### src/rtl/bit_reversal_reader_pkg.sv
// Shared constants for the bit-reversal reader: FSM encodings, size limits and index width.
// The optional protocol checker is enabled with the BR_READER_CHECK_EN macro.
package bit_reversal_reader_pkg;

  localparam int unsigned MAX_POINT = 1024;
  localparam int unsigned IDX_W     = 10;
  localparam int unsigned PNT_W     = 11;

  localparam logic [0:0] S_IDLE   = 1'b0;
  localparam logic [0:0] S_STREAM = 1'b1;

  // True for powers of two in 2..MAX_POINT.
  function automatic logic is_pow2_point(input logic [PNT_W-1:0] p);
    return (p >= PNT_W'(2)) && (p <= PNT_W'(MAX_POINT)) &&
           ((p & (p - PNT_W'(1))) == '0);
  endfunction

endpackage

### src/rtl/bit_reversal_reader_br_point_check.sv
// Combinational FFT-size helper: legality of the incoming size, its power-of-two
// normalisation, and the terminal bin index of the latched size.
module br_point_check
  import bit_reversal_reader_pkg::*;
(
  input  logic [PNT_W-1:0] point_i,
  input  logic [PNT_W-1:0] r_point_i,
  output logic             legal_o,
  output logic [PNT_W-1:0] norm_point_o,
  output logic [IDX_W-1:0] term_o
);

  assign legal_o = is_pow2_point(point_i);

  // Highest set bit wins; sizes below 2 are treated as 2.
  always_comb begin
    norm_point_o = PNT_W'(2);
    for (int b = 1; b < PNT_W; b++) begin
      if (point_i[b]) begin
        norm_point_o = PNT_W'(1) << b;
      end
    end
  end

  always_comb begin
    if (r_point_i[PNT_W-1]) begin
      term_o = '1;
    end else begin
      term_o = r_point_i[IDX_W-1:0] - IDX_W'(1);
    end
  end

endmodule

### src/rtl/bit_reversal_reader.sv
// Streams bank read data out in natural order, tagging frame start/end, bin index and
// frame count. Define BR_READER_CHECK_EN to enable gap/bank/size error detection and o_err.
module bit_reversal_reader
  import bit_reversal_reader_pkg::*;
#(
  parameter int unsigned DWIDTH = 32,
  parameter int unsigned FCNT_W = 16
) (
  input  logic              clk,
  input  logic              reset,
  input  logic [10:0]       i_point,
  input  logic              i_valid,
  input  logic              i_bank_sel,
  input  logic [DWIDTH-1:0] i_rdata0,
  input  logic [DWIDTH-1:0] i_rdata1,
  output logic [DWIDTH-1:0] o_data,
  output logic              o_valid,
  output logic              o_sof,
  output logic              o_eof,
  output logic [9:0]        o_index,
  output logic [FCNT_W-1:0] o_frame_cnt,
  output logic              o_err
);

  logic [0:0]        state_q, state_d;
  logic [IDX_W-1:0]  idx_q, idx_d;
  logic [PNT_W-1:0]  point_q, point_d;
  logic [FCNT_W-1:0] cnt_q, cnt_d;
  logic [DWIDTH-1:0] data_q;
  logic              valid_q, sof_q, eof_q;
  logic [IDX_W-1:0]  index_q;

  logic              start, emit, sof, eof, err;
  logic [IDX_W-1:0]  index;
  logic              start_ok, stream_fault;
  logic              legal;
  logic [PNT_W-1:0]  norm_point;
  logic [IDX_W-1:0]  term;

  br_point_check u_point_check (
    .point_i      (i_point),
    .r_point_i    (point_q),
    .legal_o      (legal),
    .norm_point_o (norm_point),
    .term_o       (term)
  );

`ifdef BR_READER_CHECK_EN
  logic bank_q;
  logic err_q;

  assign start_ok     = legal;
  assign stream_fault = !i_valid || (i_bank_sel != bank_q);

  always_ff @(posedge clk or posedge reset) begin
    if (reset) begin
      bank_q <= 1'b0;
      err_q  <= 1'b0;
    end else begin
      if (start) begin
        bank_q <= i_bank_sel;
      end
      err_q <= err;
    end
  end

  assign o_err = err_q;
`else
  logic unused_legal;
  logic unused_err;

  assign unused_legal = legal;
  assign unused_err   = err;
  assign start_ok     = 1'b1;
  assign stream_fault = 1'b0;
  assign o_err        = 1'b0;
`endif

  always_comb begin
    state_d = state_q;
    idx_d   = idx_q;
    point_d = point_q;
    cnt_d   = cnt_q;
    start   = 1'b0;
    emit    = 1'b0;
    sof     = 1'b0;
    eof     = 1'b0;
    err     = 1'b0;
    index   = '0;
    case (state_q)
      S_IDLE: begin
        if (i_valid) begin
          if (start_ok) begin
            start   = 1'b1;
            emit    = 1'b1;
            sof     = 1'b1;
            point_d = norm_point;
            idx_d   = IDX_W'(1);
            state_d = S_STREAM;
          end else begin
            err = 1'b1;
          end
        end
      end
      S_STREAM: begin
        if (stream_fault) begin
          // Drop the partial frame; the offending sample is not emitted.
          err     = 1'b1;
          idx_d   = '0;
          state_d = S_IDLE;
        end else if (i_valid) begin
          emit  = 1'b1;
          index = idx_q;
          if (idx_q == term) begin
            eof     = 1'b1;
            cnt_d   = cnt_q + FCNT_W'(1);
            idx_d   = '0;
            state_d = S_IDLE;
          end else begin
            idx_d = idx_q + IDX_W'(1);
          end
        end
      end
      default: begin
        idx_d   = '0;
        state_d = S_IDLE;
      end
    endcase
  end

  always_ff @(posedge clk or posedge reset) begin
    if (reset) begin
      state_q <= S_IDLE;
      idx_q   <= '0;
      point_q <= PNT_W'(2);
      cnt_q   <= '0;
      data_q  <= '0;
      valid_q <= 1'b0;
      sof_q   <= 1'b0;
      eof_q   <= 1'b0;
      index_q <= '0;
    end else begin
      state_q <= state_d;
      idx_q   <= idx_d;
      point_q <= point_d;
      cnt_q   <= cnt_d;
      valid_q <= emit;
      sof_q   <= sof;
      eof_q   <= eof;
      index_q <= index;
      if (emit) begin
        data_q <= i_bank_sel ? i_rdata1 : i_rdata0;
      end
    end
  end

  assign o_data      = data_q;
  assign o_valid     = valid_q;
  assign o_sof       = sof_q;
  assign o_eof       = eof_q;
  assign o_index     = index_q;
  assign o_frame_cnt = cnt_q;

endmodule

### config.mk
export PLATFORM = sky130hd
export DESIGN_NAME = bit_reversal_reader
export DESIGN_NICKNAME = d
export VERILOG_FILES = /design/src/rtl/bit_reversal_reader_pkg.sv /design/src/rtl/bit_reversal_reader_br_point_check.sv /design/src/rtl/bit_reversal_reader.sv
export SDC_FILE = /design/constraint.sdc
export NUM_CORES = 1
export LEC_CHECK = 0
export BUFFER_PORTS_ARGS = -buffer_cell sky130_fd_sc_hd__buf_2
export CAP_MARGIN = 30
export CORE_ASPECT_RATIO = 1.4
export CORE_MARGIN = 3
export CORE_UTILIZATION = 45
export CTS_CLUSTER_DIAMETER = 30
export DETAILED_ROUTE_END_ITERATION = 8
export PLACE_DENSITY = 0.76
export SLEW_MARGIN = 20
export SYNTH_ARGS = -nofsm -noshare
export SYNTH_HDL_FRONTEND = slang
export SYNTH_SLANG_ARGS = --single-unit
export TNS_END_PERCENT = 50
### constraint.sdc
create_clock -name clk -period 2.66 [get_ports clk]
set_input_delay 0.399 -clock clk [delete_from_list [all_inputs] [get_ports clk]]
set_output_delay 0.399 -clock clk [all_outputs]
set_load 0.01 [all_outputs]
# == After elaboration in Yosys (flattened, before gate mapping) ==
# Index checks and enable logic that the tools add are counted.
# totals
in_bits,79
regBits,83
# classes
add_sub_neg,3
n_reduce_logical,3
bitwise,1
eq_ne,3
n_mux,25
# ops
operator,count
$mux W10,7
$mux W32,1
$pmux W10 S2,1
$add A16 B1 Y16 const B,1
$mux W11,1
$add A10 B1 Y10 const B,1
$eq A10 B10 Y1,1
$sub A10 B1 Y10 const B,1
$mux W9,1
$mux W8,1
$mux W1,7
$mux W7,1
$mux W6,1
$mux W5,1
$mux W4,1
$ne A2 B2 Y1 const B,2
$reduce_and A2 Y1,2
$mux W3,1
$reduce_and A3 Y1,1
$pmux W1 S2,1
$not A1 Y1,1

# == Depth between registers and ports, before layout ==
# depth
ltp_word,9
mapped_depth,11

# == Modules after synthesis ==
# Synthesis repeated with hierarchy kept, for this count alone.
# hier_totals
cells_unflattened,386
area_unflattened_um2,4207.8
# modules_own_cells
mod,cells_each,seq_area_each_um2,instances,area_each_um2
bit_reversal_reader,321,2078.2,1,3751.1
br_point_check,65,0.0,1,456.7

# == Worst setup path after synthesis ==
# No wires, ideal clock.
# synth_timing
kind,flip-flop to flip-flop
start,register point_q[1]
end,register cnt_q[1] (netlist: o_frame_cnt[1])
n_path_buf,1
setup_time_ns,0.128
arrival_ns,2.699
required_time_ns,2.532
setup_slack_ns,-0.167
stages_incl_launch_ff,11
period_less_slack_ns,2.827
cell_sequence,dfstp_2 clkbuf_1 inv_1 ha_1 xor2_1 or3_1 a21boi_0 o2111ai_1 a211o_1 nor2_1 mux2_1
# synth_via
elab_chain_len,4
# synth_lines
item,line,source
"start, declared",bit_reversal_reader.sv:27,"logic [PNT_W-1:0] point_q, point_d;"
"start signal, assigned",bit_reversal_reader.sv:145,point_q <= point_d;
$sub A10 B1 Y10,bit_reversal_reader_br_point_check.sv:29,term_o = r_point_i[IDX_W-1:0] - IDX_W'(1);
$mux W10,bit_reversal_reader_br_point_check.sv:26,if (r_point_i[PNT_W-1]) begin
$eq A10 B10 Y1,bit_reversal_reader.sv:114,if (idx_q == term) begin
$reduce_and A3 Y1 (no source line),-,
"end signal, assigned",bit_reversal_reader.sv:146,cnt_q <= cnt_d;
"end, declared",bit_reversal_reader.sv:28,"logic [FCNT_W-1:0] cnt_q, cnt_d;"
# No other way between the ends.
# A chain may end at the register's enable or synchronous reset.

# == Final worst setup path ==
# Same ends and word-level chain as after synthesis.

==> results.py <==
metrics = {
    "routing": {
        "routedLengthMet1_um": 3570,
        "vias": 3399,
        "drc": 0,
        "dr.pass1.iters": 5,
        "routed_wire_length_per_instance_um": 14.5,
        "antenna_left": 0,
        "via_per_inst": 5.28,
        "wl_met3_um": 652,
        "drt_iter0_drc": 181,
        "met2WireLength_um": 4920,
        "routed_wl_um": 9360,
        "routed.top_layer": "met4",
    },
    "timing": {
        "fin_skew_ns": 0.00854,
        "finalSetupViolCount": 0,
        "timing.final.hold_violations": 0,
        "relSlewSlack_pct": 60.4,
        "slew_violations": 0,
        "worst_slew_pin_slew_ns": 0.595,
        "worst_slack_ns": 0.0742,
        "tns_ns": 0,
        "max_freq_mhz": 387,
        "hold_ws_ns": 0.0736,
        "period_share_pct": 97.2,
        "fin_crit_ns": 2.59,
    },
    "critical_path": {
        "critPathKind": "flop to flop",
        "critPathCaptureType": "flop",
        "start_kind": "flop",
        "worstRegToRegCells": 10,
        "cp_max_fo": 6,
        "crit_arrival_ns": 2.81,
        "cp.required_ns": 2.88,
    },
    "finish": {
        "nNetsFinal": 619,
        "area_growth_pct": 32.5,
        "drive_above_1_share_pct": 34.5,
        "nFillCells": 669,
        "multiInputGateArea_um2": 1800,
        "regArea_um2": 2050,
        "n_antenna_cell": 0,
        "final_core_util_pct": 62.6,
        "instances_no_fill": 644,
        "final_area_um2": 5230,
    },
    "cts": {
        "cts_buffers": 9,
        "clk_latency_ns": 0.34,
        "clk_pin_slew_ns": 0.06,
        "cts_tree": "done",
        "cts-htree-levels": 3,
        "cts_buffer_depth": 2,
        "cts.sinks": 82,
        "root_buffer": "clkbuf_16",
    },
    "synthesis": {
        "synthArstFlopShare_pct": 100,
        "synth_common_cells": "dfrtp_1 (81), nor2_1 (55), a21oi_1 (34)",
        "yosys.area.top_type": "dfrtp_1",
        "ys_seq_area_share_pct": 52.0,
        "netlist_instances": 394,
        "yosysMostFrequentCell": "dfrtp_1",
        "yosysTopAreaCellShare_pct": 51.4,
        "synth_warnings": 0,
        "synth_area_leaders": "dfrtp_1 (51%), mux2i_1 (8.1%), nor2_1 (5.2%)",
        "synth_edf_count": 0,
        "syn_area_um2": 3950,
        "avgSynthCellArea_um2": 10.0,
        "synthFlopType": "dfrtp_1",
        "synth_nets": 476,
        "ys_seq_elements": 82,
        "synth.distinct_cells": 47,
    },
    "power": {
        "power_density_nw_per_um2": 644,
        "clkPwrFrac_pct": 37.4,
        "p_leak_nw": 2.69,
        "power_mw": 3.37,
        "power_frac_seq_pct": 44.2,
        "power.share.combinational_pct": 18.4,
        "netSwitchingFraction_pct": 27.5,
        "p_int_mw": 2.44,
        "p_switching_uw": 926,
        "ir_drop_mv": 0.395,
    },
    "run_status": {
        "status": "completed",
    },
    "floorplanning": {
        "row_count": 39,
        "die_area_um2": 9940,
        "core_area_um2": 8340,
        "start_util_pct": 47.3,
        "io_pins": 141,
        "die_h_um": 117,
        "die_w_um": 85.1,
    },
    "global_routing": {
        "grt-ovfl-total": 0,
        "grtUsageTotal_pct": 18.9,
        "grt_pass1_wl_um": 15100,
        "antenna_found_initial": 0,
        "grt_pass1_vias": 3418,
        "grt_max_degree": 66,
    },
    "placement": {
        "dpl.hpwl_um": 6680,
        "dpl_cell_area_um2": 4800,
        "dp_cells": 624,
        "numPortBuffers": 137,
        "dp_slack_ns": -0.0385,
        "gp_congestion": 0.799,
    },
    "flow_run": {
        "drv_cap": 0,
    },
    "hold_path": {
        "min_path_type": "primary input to async pin",
    },
}
==> cell type report <==
class | instances | area share, %
Clock buffer | 11 | 4.84
Clock inverter | 5 | 1.01
Inverter | 19 | 1.39
Multi-Input combinational cell | 269 | 34.4
Sequential cell | 82 | 39.3
Tap cell | 102 | 2.44
Timing Repair Buffer | 156 | 16.7
==> cells in the final DEF, fill, tap and decap left out, types with 4 or more instances in the layout <==
cell and n:
o22ai_1 7, clkinv_2 4, nor4_1 6, and3_1 8, or3_1 5, buf_4 16, o21ai_0 10, xnor2_1 10
xor2_1 15, a22o_1 4, nor2_1 54, a21oi_1 34, inv_1 17, nor4_4 5, nand3_1 9, buf_2 137
clkbuf_16 10, mux2i_1 32, nand4_1 4, dfrtp_1 80, nand2_1 19, nor3_1 12
==> path summary, 6_finish.rpt <==
path | start | endpoint | slack [ns]
max | point_q[1] | o_frame_cnt[1] | 0.07
min | reset | o_data[27] | 0.07
max reg2reg | point_q[1] | o_frame_cnt[1] | 0.07
min reg2reg | o_frame_cnt[15] | o_frame_cnt[15] | 0.47
max in group asynchronous | reset | point_q[1] | 1.90
min in group clk | i_point[2] | point_q[1] | 0.22
==> state kept, by name, summed over array words and instances (netlist names) <==
register     flops
state_q          1
o_data          32
o_eof            1
o_sof            1
o_valid          1
idx_q           10
point_q         10
o_index         10
o_frame_cnt     16
==> timing repair <==
item / CTS / global route
cloned: 0 / 1
buffers inserted: 0 / 3
resized for setup: 1 / 14
endpoints found under the hold margin: 0 / 0
endpoints found under the setup margin: 4 / 11
pin swaps: 1 / 8
hold buffers: 0 / 0
==> critical path, stage by stage, from the launching register on <==
cell and delay (ns):
dfstp_2 0.53, inv_2 0.05, ha_4 0.16, buf_4 0.14, a21o_1 0.17, a211oi_1 0.27, o221ai_1 0.15, a211o_2 0.41
buf_4 0.18, nor2_4 0.11, mux2_4 0.30
==> power by group through the flow <==
stage	Clock, mW	Combinational (mW)	Sequential (mW)
after floorplan	0	0.348	1.52
after global placement	0	0.586	1.50
after detailed placement	0	0.607	1.50
after CTS	1.28	0.609	1.48
after global routing	1.33	0.700	1.51
final	1.26	0.621	1.49
==> cell families (layout without fill, tap and decap cells) <==
group	Yosys count	after routing	share of synthesized area, %
simple gates	134	134	17.3
mux	33	33	8.40
compound gates	73	73	11.2
xor+xnor	25	25	5.55
other cells	1	1	0.0951
flops	82	82	52.0
fa+ha+maj	3	3	0.952
buf+inv	43	191	4.47
==> layer usage <==
| layer | vias to the layer above | track usage, % |
|---|---|---|
| li1 | 1655 | - |
| met5 | - | 0 |
| met3 | 22 | 5.18 |
| met1 | 1594 | 20.8 |
| met2 | 128 | 33.6 |
| met4 | 0 | 9.50 |
Power figures use the tool's default switching activity.
